==> config.mk <==
export PLATFORM = sky130hd
export DESIGN_NAME = mac_half_operand_feeder
export DESIGN_NICKNAME = d
export VERILOG_FILES = /design/src/rtl/mac_half_pkg.sv /design/src/rtl/operand_pair_fifo.sv /design/src/rtl/mac_half_operand_feeder.sv
export SDC_FILE = /design/constraint.sdc
export NUM_CORES = 1
export LEC_CHECK = 0
export ABC_AREA = 0
export CORE_ASPECT_RATIO = 0.5
export CORE_UTILIZATION = 60
export DETAILED_ROUTE_END_ITERATION = 6
export PLACE_DENSITY = 0.86
export SLEW_MARGIN = 15
export SYNTH_ARGS = -nofsm -noshare
export SYNTH_HDL_FRONTEND = slang
export SYNTH_SLANG_ARGS = --single-unit
==> constraint.sdc <==
create_clock -name i_clock -period 10.1 [get_ports i_clock]
set_input_delay 1.515 -clock i_clock [delete_from_list [all_inputs] [get_ports i_clock]]
set_output_delay 1.515 -clock i_clock [all_outputs]
set_load 0.05 [all_outputs]
==> src/rtl/mac_half_pkg.sv <==
// rtl/mac_half_pkg.sv - shared widths, latencies and operand pair type for the fp16 MAC feeder
package mac_half_pkg;

    localparam int HALF_W             = 16;
    localparam int MAC_MULT_LAT       = 3;
    localparam int MAC_ACC_LAT        = 3;
    localparam int RESULT_LAT_DEFAULT = MAC_MULT_LAT + MAC_ACC_LAT + 1;

    typedef struct packed {
        logic [HALF_W-1:0] a;
        logic [HALF_W-1:0] b;
    } operand_pair_t;

endpackage

==> src/rtl/operand_pair_fifo.sv <==
// rtl/operand_pair_fifo.sv - first-word-fall-through FIFO of {a,b} operand pairs
module operand_pair_fifo
    import mac_half_pkg::*;
#(
    parameter int DEPTH = 8
) (
    input  logic          i_clock,
    input  logic          i_areset,
    input  logic          i_push,
    input  logic          i_pop,
    input  operand_pair_t i_data,
    output operand_pair_t o_data,
    output logic          o_full,
    output logic          o_empty
);

    localparam int AW = $clog2(DEPTH);

    operand_pair_t r_mem [DEPTH];
    logic [AW-1:0] r_wr_ptr;
    logic [AW-1:0] r_rd_ptr;
    logic [AW:0]   r_count;
    logic          r_full;
    logic          r_empty;

    logic          w_push;
    logic          w_pop;
    logic [AW:0]   w_count_nxt;

    // Push is gated by the registered full flag, so a pop never frees a slot in the same cycle.
    assign w_push = i_push && !r_full;
    assign w_pop  = i_pop && !r_empty;

    always_comb begin
        w_count_nxt = r_count;
        case ({w_push, w_pop})
            2'b10:   w_count_nxt = r_count + 1'b1;
            2'b01:   w_count_nxt = r_count - 1'b1;
            default: w_count_nxt = r_count;
        endcase
    end

    always_ff @(posedge i_clock or posedge i_areset) begin
        if (i_areset) begin
            r_wr_ptr <= '0;
            r_rd_ptr <= '0;
            r_count  <= '0;
            r_full   <= 1'b0;
            r_empty  <= 1'b1;
        end else begin
            if (w_push) r_wr_ptr <= r_wr_ptr + 1'b1;
            if (w_pop)  r_rd_ptr <= r_rd_ptr + 1'b1;
            r_count <= w_count_nxt;
            r_full  <= (w_count_nxt == (AW+1)'(DEPTH));
            r_empty <= (w_count_nxt == '0);
        end
    end

    always_ff @(posedge i_clock) begin
        if (w_push) r_mem[r_wr_ptr] <= i_data;
    end

    assign o_data  = r_mem[r_rd_ptr];
    assign o_full  = r_full;
    assign o_empty = r_empty;

endmodule

==> src/rtl/mac_half_operand_feeder.sv <==
// rtl/mac_half_operand_feeder.sv - buffers fp16 operand pairs and issues them to the MAC with vector framing
module mac_half_operand_feeder
    import mac_half_pkg::*;
#(
    parameter int VEC_LEN_W  = 5,
    parameter int FIFO_DEPTH = 8,
    parameter int RESULT_LAT = RESULT_LAT_DEFAULT
) (
    input  logic                 i_clock,
    input  logic                 i_areset,
    input  logic                 i_s_valid,
    output logic                 o_s_ready,
    input  logic [HALF_W-1:0]    i_s_a,
    input  logic [HALF_W-1:0]    i_s_b,
    input  logic [VEC_LEN_W-1:0] i_cfg_len,
    input  logic                 i_m_iready,
    output logic                 o_m_ivalid,
    output logic                 o_m_control,
    output logic [HALF_W-1:0]    o_m_a,
    output logic [HALF_W-1:0]    o_m_b,
    output logic                 o_res_strobe,
    output logic [15:0]          o_res_count,
    output logic                 o_busy
);

    operand_pair_t          w_push_pair;
    operand_pair_t          w_fifo_dout;
    logic                   w_fifo_full;
    logic                   w_fifo_empty;
    logic                   w_issue;
    logic [VEC_LEN_W-1:0]   w_len_cfg;
    logic [VEC_LEN_W-1:0]   w_len_eff;
    logic                   w_last;

    logic                   r_m_ivalid;
    logic                   r_m_control;
    logic                   r_m_last;
    logic [HALF_W-1:0]      r_m_a;
    logic [HALF_W-1:0]      r_m_b;
    logic [VEC_LEN_W-1:0]   r_elem_cnt;
    logic [VEC_LEN_W-1:0]   r_len_q;
    logic [RESULT_LAT-1:0]  r_dly;
    logic [15:0]            r_res_count;

    assign w_push_pair = {i_s_a, i_s_b};

    operand_pair_fifo #(
        .DEPTH (FIFO_DEPTH)
    ) u_fifo (
        .i_clock  (i_clock),
        .i_areset (i_areset),
        .i_push   (i_s_valid),
        .i_pop    (w_issue),
        .i_data   (w_push_pair),
        .o_data   (w_fifo_dout),
        .o_full   (w_fifo_full),
        .o_empty  (w_fifo_empty)
    );

    assign w_issue = !w_fifo_empty && i_m_iready;

    // Length is live from cfg_len only on a vector's first element; afterwards the latched copy rules.
    assign w_len_cfg = (i_cfg_len == '0) ? VEC_LEN_W'(1) : i_cfg_len;
    assign w_len_eff = (r_elem_cnt == '0) ? w_len_cfg : r_len_q;
    assign w_last    = (r_elem_cnt == w_len_eff - 1'b1);

    always_ff @(posedge i_clock or posedge i_areset) begin
        if (i_areset) begin
            r_m_ivalid  <= 1'b0;
            r_m_control <= 1'b0;
            r_m_last    <= 1'b0;
            r_m_a       <= '0;
            r_m_b       <= '0;
        end else begin
            r_m_ivalid  <= w_issue;
            r_m_control <= w_issue && (r_elem_cnt == '0);
            r_m_last    <= w_issue && w_last;
            if (w_issue) begin
                r_m_a <= w_fifo_dout.a;
                r_m_b <= w_fifo_dout.b;
            end
        end
    end

    always_ff @(posedge i_clock or posedge i_areset) begin
        if (i_areset) begin
            r_elem_cnt <= '0;
            r_len_q    <= VEC_LEN_W'(1);
        end else if (w_issue) begin
            if (r_elem_cnt == '0) r_len_q <= w_len_cfg;
            r_elem_cnt <= w_last ? '0 : r_elem_cnt + 1'b1;
        end
    end

    // r_m_last is aligned with the MAC seeing the element; the line spans the MAC pipeline.
    always_ff @(posedge i_clock or posedge i_areset) begin
        if (i_areset) begin
            r_dly       <= '0;
            r_res_count <= '0;
        end else begin
            r_dly <= {r_dly[RESULT_LAT-2:0], r_m_last};
            if (r_dly[RESULT_LAT-1]) r_res_count <= r_res_count + 16'd1;
        end
    end

    assign o_s_ready    = !w_fifo_full;
    assign o_m_ivalid   = r_m_ivalid;
    assign o_m_control  = r_m_control;
    assign o_m_a        = r_m_a;
    assign o_m_b        = r_m_b;
    assign o_res_strobe = r_dly[RESULT_LAT-1];
    assign o_res_count  = r_res_count;
    assign o_busy       = !w_fifo_empty || (r_elem_cnt != '0) || r_m_last || (|r_dly);

endmodule

==> impl_metrics.ini, run 1 <==
[cts]
clk_path_buf_depth = 3
clk_pin_slew_ns = 0.07
cts_setup_buffers = 0
cts_root_buffer = clkbuf_16
cts_buffers = 27
cts_tree = done
cts.repair.resized = 0
clk_latency_ns = 0.54
htree_levels = 1
postCtsHoldBufs = 0
clock-sinks = 336

[critical_path]
critPathLaunchType = register
endpoint_kind = output port
critPathMaxFanout = 10
path_class = register to output port
worstPathArrival_ns = 2.69
required_ns = 8.59

[grt]
gr-usage-met2 = 0.397
grt_util_met3 = 0.0444
grt_first_pass_wirelength_mm = 39.6
grt_util_met1 = 0.341
antenna_found_initial = 0
grt_usage = 0.242
grt-ovfl-total = 0
top_usage_layer = met2
grt_pass1_vias = 6806
grt_start_max_net_pins = 81

[sta]
holdWs_ns = 0.373
setup_violations = 0
tns_ns = 0
drv_slew = 0
fmax_ghz = 0.238
hold_violations = 0
worst_pin_slew_ns = 1.13
maxSlewHeadroom = 0.247
rsz0062_at_grt = no
skew_ns = 0.00944
post-route-period-util = 0.416
period_needed_ns = 4.20

[logic_synthesis]
synth.most_common_cell = edfxtp_1
seq_area_frac_synth = 0.750
synthArstFlopShare = 0.238
yosys_warnings = 0
syn_inst = 679
synth_common_cells = edfxtp_1 (256), dfrtp_1 (78), mux4_2 (64), nand2_1 (55), o21ai_0 (39)
synth_top_area_cell = edfxtp_1
synth_ff_type = edfxtp_1
syn_nets = 730
syn_area_um2 = 12900
avgSynthCellArea_um2 = 19.0
ys_ff_latch = 336
synth-edff-count = 256
yosysTopAreaCellShare = 0.595
ys_top_cells_by_area = edfxtp_1 (60%), dfrtp_1 (15%), mux4_2 (11%), mux2i_1 (2.6%), nand2_1 (1.6%)
yosys.cell_types.count = 40

[power_and_ir_drop]
ir_drop_v = 0.000164
p_leak_nw = 5.28
power-per-cell-area_nw_per_um2 = 290

[worst_hold_path]
hp-class = register to register

[place]
gp_congestion = 0.784
io_buffers = 93
dp_hpwl_mm = 13.9

[final_layout]
fin_nets = 835
syn_to_final_growth_pct = 16.9
drive_gt1_frac = 0.168
insertedDiodeCount = 0

[die]
die_y_um = 106
initial_core_util = 0.620
pin_count = 94
die_area_um2 = 22200
row_count = 37
die_w_um = 209
core_um2 = 20800

[drt]
drt_iter0_drc = 755
via_per_inst = 6.09
remaining_drc_errors = 0
dr.pass1.iters = 5
vias = 6564
drt-total-wl_mm = 25.5
ant_nets = 0
wl_per_cell_um = 23.7

[status]
outcome = complete, no violations

[run]
drv_cap = 0
[flip-flops by register name, summed over array words and instances, names as in the netlist]
| signal | count |
|---|---|
| u_fifo.r_mem | 256 |
| o_m_b | 16 |
| u_fifo.r_wr_ptr | 3 |
| o_res_count | 16 |
| r_len_q | 5 |
| u_fifo.o_full | 1 |
| r_elem_cnt | 5 |
| u_fifo.r_count | 4 |
| o_m_ivalid | 1 |
| r_m_last | 1 |
| r_dly | 7 |
| u_fifo.r_rd_ptr | 3 |
| u_fifo.o_empty | 1 |
| o_m_a | 16 |
| o_m_control | 1 |
[cell usage in the layout, fill, tap and decap left out, types with 8 or more instances in the layout]
cell type	instances
clkbuf_1	10
nor2_1	10
dfrtp_1	75
mux4_2	64
inv_1	11
clkdlybuf4s50_1	93
xnor2_1	19
mux2i_1	34
xor2_1	13
o21ai_0	39
nand2_1	55
edfxtp_1	256
clkbuf_16	27
buf_4	8
ha_1	9
[layout make-up]
class                           count  area (µm²)
Inverter                           12        46.3
Multi-Input combinational cell    302        3110
Timing Repair Buffer              105        1060
Clock buffer                       39         741
Fill cell                        1184        5730
Tap cell                          273         342
Sequential cell                   336        9700
Clock inverter                     11         104
[worst max-delay path, cell delays in order, from the launching register on]
cell and delay (ns):
dfrtp_1 0.41, inv_1 0.13, ha_1 0.23, nor4b_4 0.51, nand4_1 0.14, clkdlybuf4s50_1 0.73
[power by group]
| group | total, mW | internal [mW] | leakage (nW) | switching (mW) |
|---|---|---|---|---|
| clock network | 1.03 | 0.561 | 0.405 | 0.465 |
| registers | 1.95 | 1.77 | 3.33 | 0.185 |
| logic | 1.41 | 0.599 | 1.55 | 0.807 |
| total | 4.38 | 2.93 | 5.28 | 1.46 |
[cell families after synthesis]
kind of cell / after synthesis / share of synthesized area
buf+inv: 41 / 0.0131
mux: 105 / 0.144
xor+xnor: 32 / 0.0217
flops: 336 / 0.750
compound gates: 48 / 0.0196
simple gates: 107 / 0.0409
fa+ha+maj: 10 / 0.0103
[layer usage]
| metal | vias up | part of all wire |
|---|---|---|
| met5 | - | 0 |
| met4 | 0 | 0.019 |
| met3 | 46 | 0.057 |
| met2 | 243 | 0.50 |
| met1 | 3415 | 0.42 |
| li1 | 2860 | - |
[worst paths after layout]
path | from | to | slack (ns) | cells after the start
setup / recovery | r_elem_cnt[0] | o_busy | 5.90 | 5
hold / removal | r_m_last | r_dly[0] | 0.37 | 0
setup reg to reg | u_fifo.o_empty | u_fifo.o_full | 6.88 | 11
hold reg to reg | r_m_last | r_dly[0] | 0.37 | 0
max in group asynchronous | i_areset | u_fifo.r_rd_ptr[0] | 8.03 | 3
min in group asynchronous | i_areset | o_res_count[11] | 1.51 | 3
[through the flow]
| step | total power, mW | utilization | worst slack (ns) | area [µm²] | instances |
|---|---|---|---|---|---|
| detailed placement | 3.36 | 0.681 | 5.48 | 14200 | 1025 |
| global placement | 3.29 | 0.681 | 5.67 | 14200 | 1025 |
| finish | 4.38 | 0.725 | 5.90 | 15100 | 1078 |
| global route | 4.57 | 0.725 | 5.72 | 15100 | 1078 |
| floorplan | 2.93 | - | 5.43 | 12900 | 679 |
| CTS | 4.40 | 0.722 | 5.85 | 15000 | 1075 |
(Power assumes the default switching activity.)
==> run 2, diff against run 1 <==
CORE_UTILIZATION = 58   (was 60)
PLACE_DENSITY = 0.84   (was 0.86)
clock period = 4.1 ns   (was 10.1 ns; I/O delays follow)
==> impl_metrics.ini, run 2 (synthesized netlist as in run 1, its figures left out) <==
[critical_path]
r2r_end = r_elem_cnt[0]
worstPathArrival_ns = 2.73
endpoint_kind = output port
crit_chain = inv_1 > ha_1 > nor4b_4 > nand4_1 > clkdlybuf4s50_1
worstSetupPathDepth = 5
cp_slowest_cell = clkdlybuf4s50_1
critPathMaxFanout = 10
max_stage_delay_ns = 0.75
cpLargestDelayFamily = buffers and inverters
r2r_cells = 11
r2r_start = r_elem_cnt[0]
rrSetupSlack_ns = 1.17
cp_num_buf_inv = 2
path_class = register to output port
required_ns = 3.48
critPathLaunchType = register

[die]
die_y_um = 108
core_um2 = 21700
pin_count = 94
die_area_um2 = 22900
row_count = 38
die_w_um = 213
initial_core_util = 0.594

[run]
drv_cap = 0

[grt]
grt_usage = 0.236
grt_util_met3 = 0.0458
grt-ovfl-total = 0
grt_util_met1 = 0.318
grt_pass1_vias = 6859
antenna_found_initial = 0
gr-usage-met2 = 0.396
grt_first_pass_wirelength_mm = 39.6
top_usage_layer = met2
grt_start_max_net_pins = 70

[worst_hold_path]
hold_start = r_dly[4]
min_to = r_dly[5]
hp-class = register to register
worstHoldPathCells = 0

[final_layout]
final_common_cell = edfxtp_1
finalNonFillerCells = 1113
fin_nets = 842
largest-register = u_fifo.r_mem
drive_gt1_frac = 0.187
mostFrequentLayoutCells = edfxtp_1 (256), clkdlybuf4s50_1 (93), dfrtp_1 (75)
largest_reg_flops = 256
syn_to_final_growth_pct = 18.3
insertedDiodeCount = 0

[cts]
htree_levels = 1
cts_setup_buffers = 0
clock-sinks = 336
cts.repair.resized = 0
cts_tree = done
clk_latency_ns = 0.56
clk_path_buf_depth = 3
postCtsHoldBufs = 0
clk_pin_slew_ns = 0.07
cts_root_buffer = clkbuf_16
cts_buffers = 28

[drt]
via_per_inst = 5.94
ant_nets = 0
drt-total-wl_mm = 25.9
wl_per_cell_um = 23.3
dr.pass1.iters = 5
remaining_drc_errors = 0
vias = 6611
drt_iter0_drc = 726

[place]
dp_hpwl_mm = 14.9
placed_cells = 1061
io_buffers = 93
gp_congestion = 0.749

[sta]
period_needed_ns = 3.35
setup_violations = 0
drv_slew = 0
hold_violations = 0
tns_ns = 0
worst_pin_slew_ns = 1.17
rsz0062_at_grt = no
skew_ns = 0.0149
post-route-period-util = 0.816
maxSlewHeadroom = 0.222
fmax_ghz = 0.299

[status]
outcome = complete, no violations

[power_and_ir_drop]
p_total_mw = 11.0
ir_drop_v = 0.000438
p_leak_nw = 5.38
power-per-cell-area_nw_per_um2 = 720
[run 2: changes by cell type in the layout (fill, tap and decap cells not counted), sizes merged]
cell | previous run | this run
buf | 12 | 18
clkinv | 8 | 12
clkbuf | 39 | 36
bufinv | 2 | 3
[run 2: area by class of cell]
class,count,area [µm²]
Clock buffer,36,771
Clock inverter,16,169
Fill cell,1295,6450
Inverter,12,46.3
Multi-Input combinational cell,302,3110
Sequential cell,336,9700
Tap cell,300,375
Timing Repair Buffer,111,1100
[run 2: power by group]
group / internal [mW] / switching (mW)
clock: 1.52 / 1.19
combinational: 1.50 / 1.92
sequential: 4.35 / 0.521
[run 2: worst max-delay path by stage]
| stage | from | end | slack, ns |
|---|---|---|---|
| after floorplan | i_s_valid | u_fifo.r_mem[0][0] | 0.33 |
| after global placement | i_s_valid | u_fifo.r_mem[7][20] | 0.90 |
| after detailed placement | i_s_valid | u_fifo.o_full | 0.83 |
| after CTS | r_elem_cnt[0] | o_busy | 0.73 |
| after global routing | r_elem_cnt[0] | o_busy | 0.57 |
| final | r_elem_cnt[0] | o_busy | 0.75 |
[run 2: per-stage QoR]
step / worst slack [ns] / util / area [µm²] / hold slack (ns)
detailed placement: 0.831 / 0.660 / 14300 / 0.358
CTS: 0.728 / 0.703 / 15300 / 0.377
floorplan: 0.334 / - / 12900 / 0.346
global placement: 0.896 / 0.660 / 14300 / 0.353
finish: 0.753 / 0.703 / 15300 / 0.378
global route: 0.568 / 0.703 / 15300 / 0.389
[run 2: layer usage]
metal | share of wire | routed length (µm) | up-vias
met4 | 0.023 | 584 | 0
met1 | 0.41 | 10500 | 3369
li1 | - | - | 2866
met3 | 0.068 | 1760 | 58
met2 | 0.50 | 13000 | 318
met5 | 0 | 0 | -
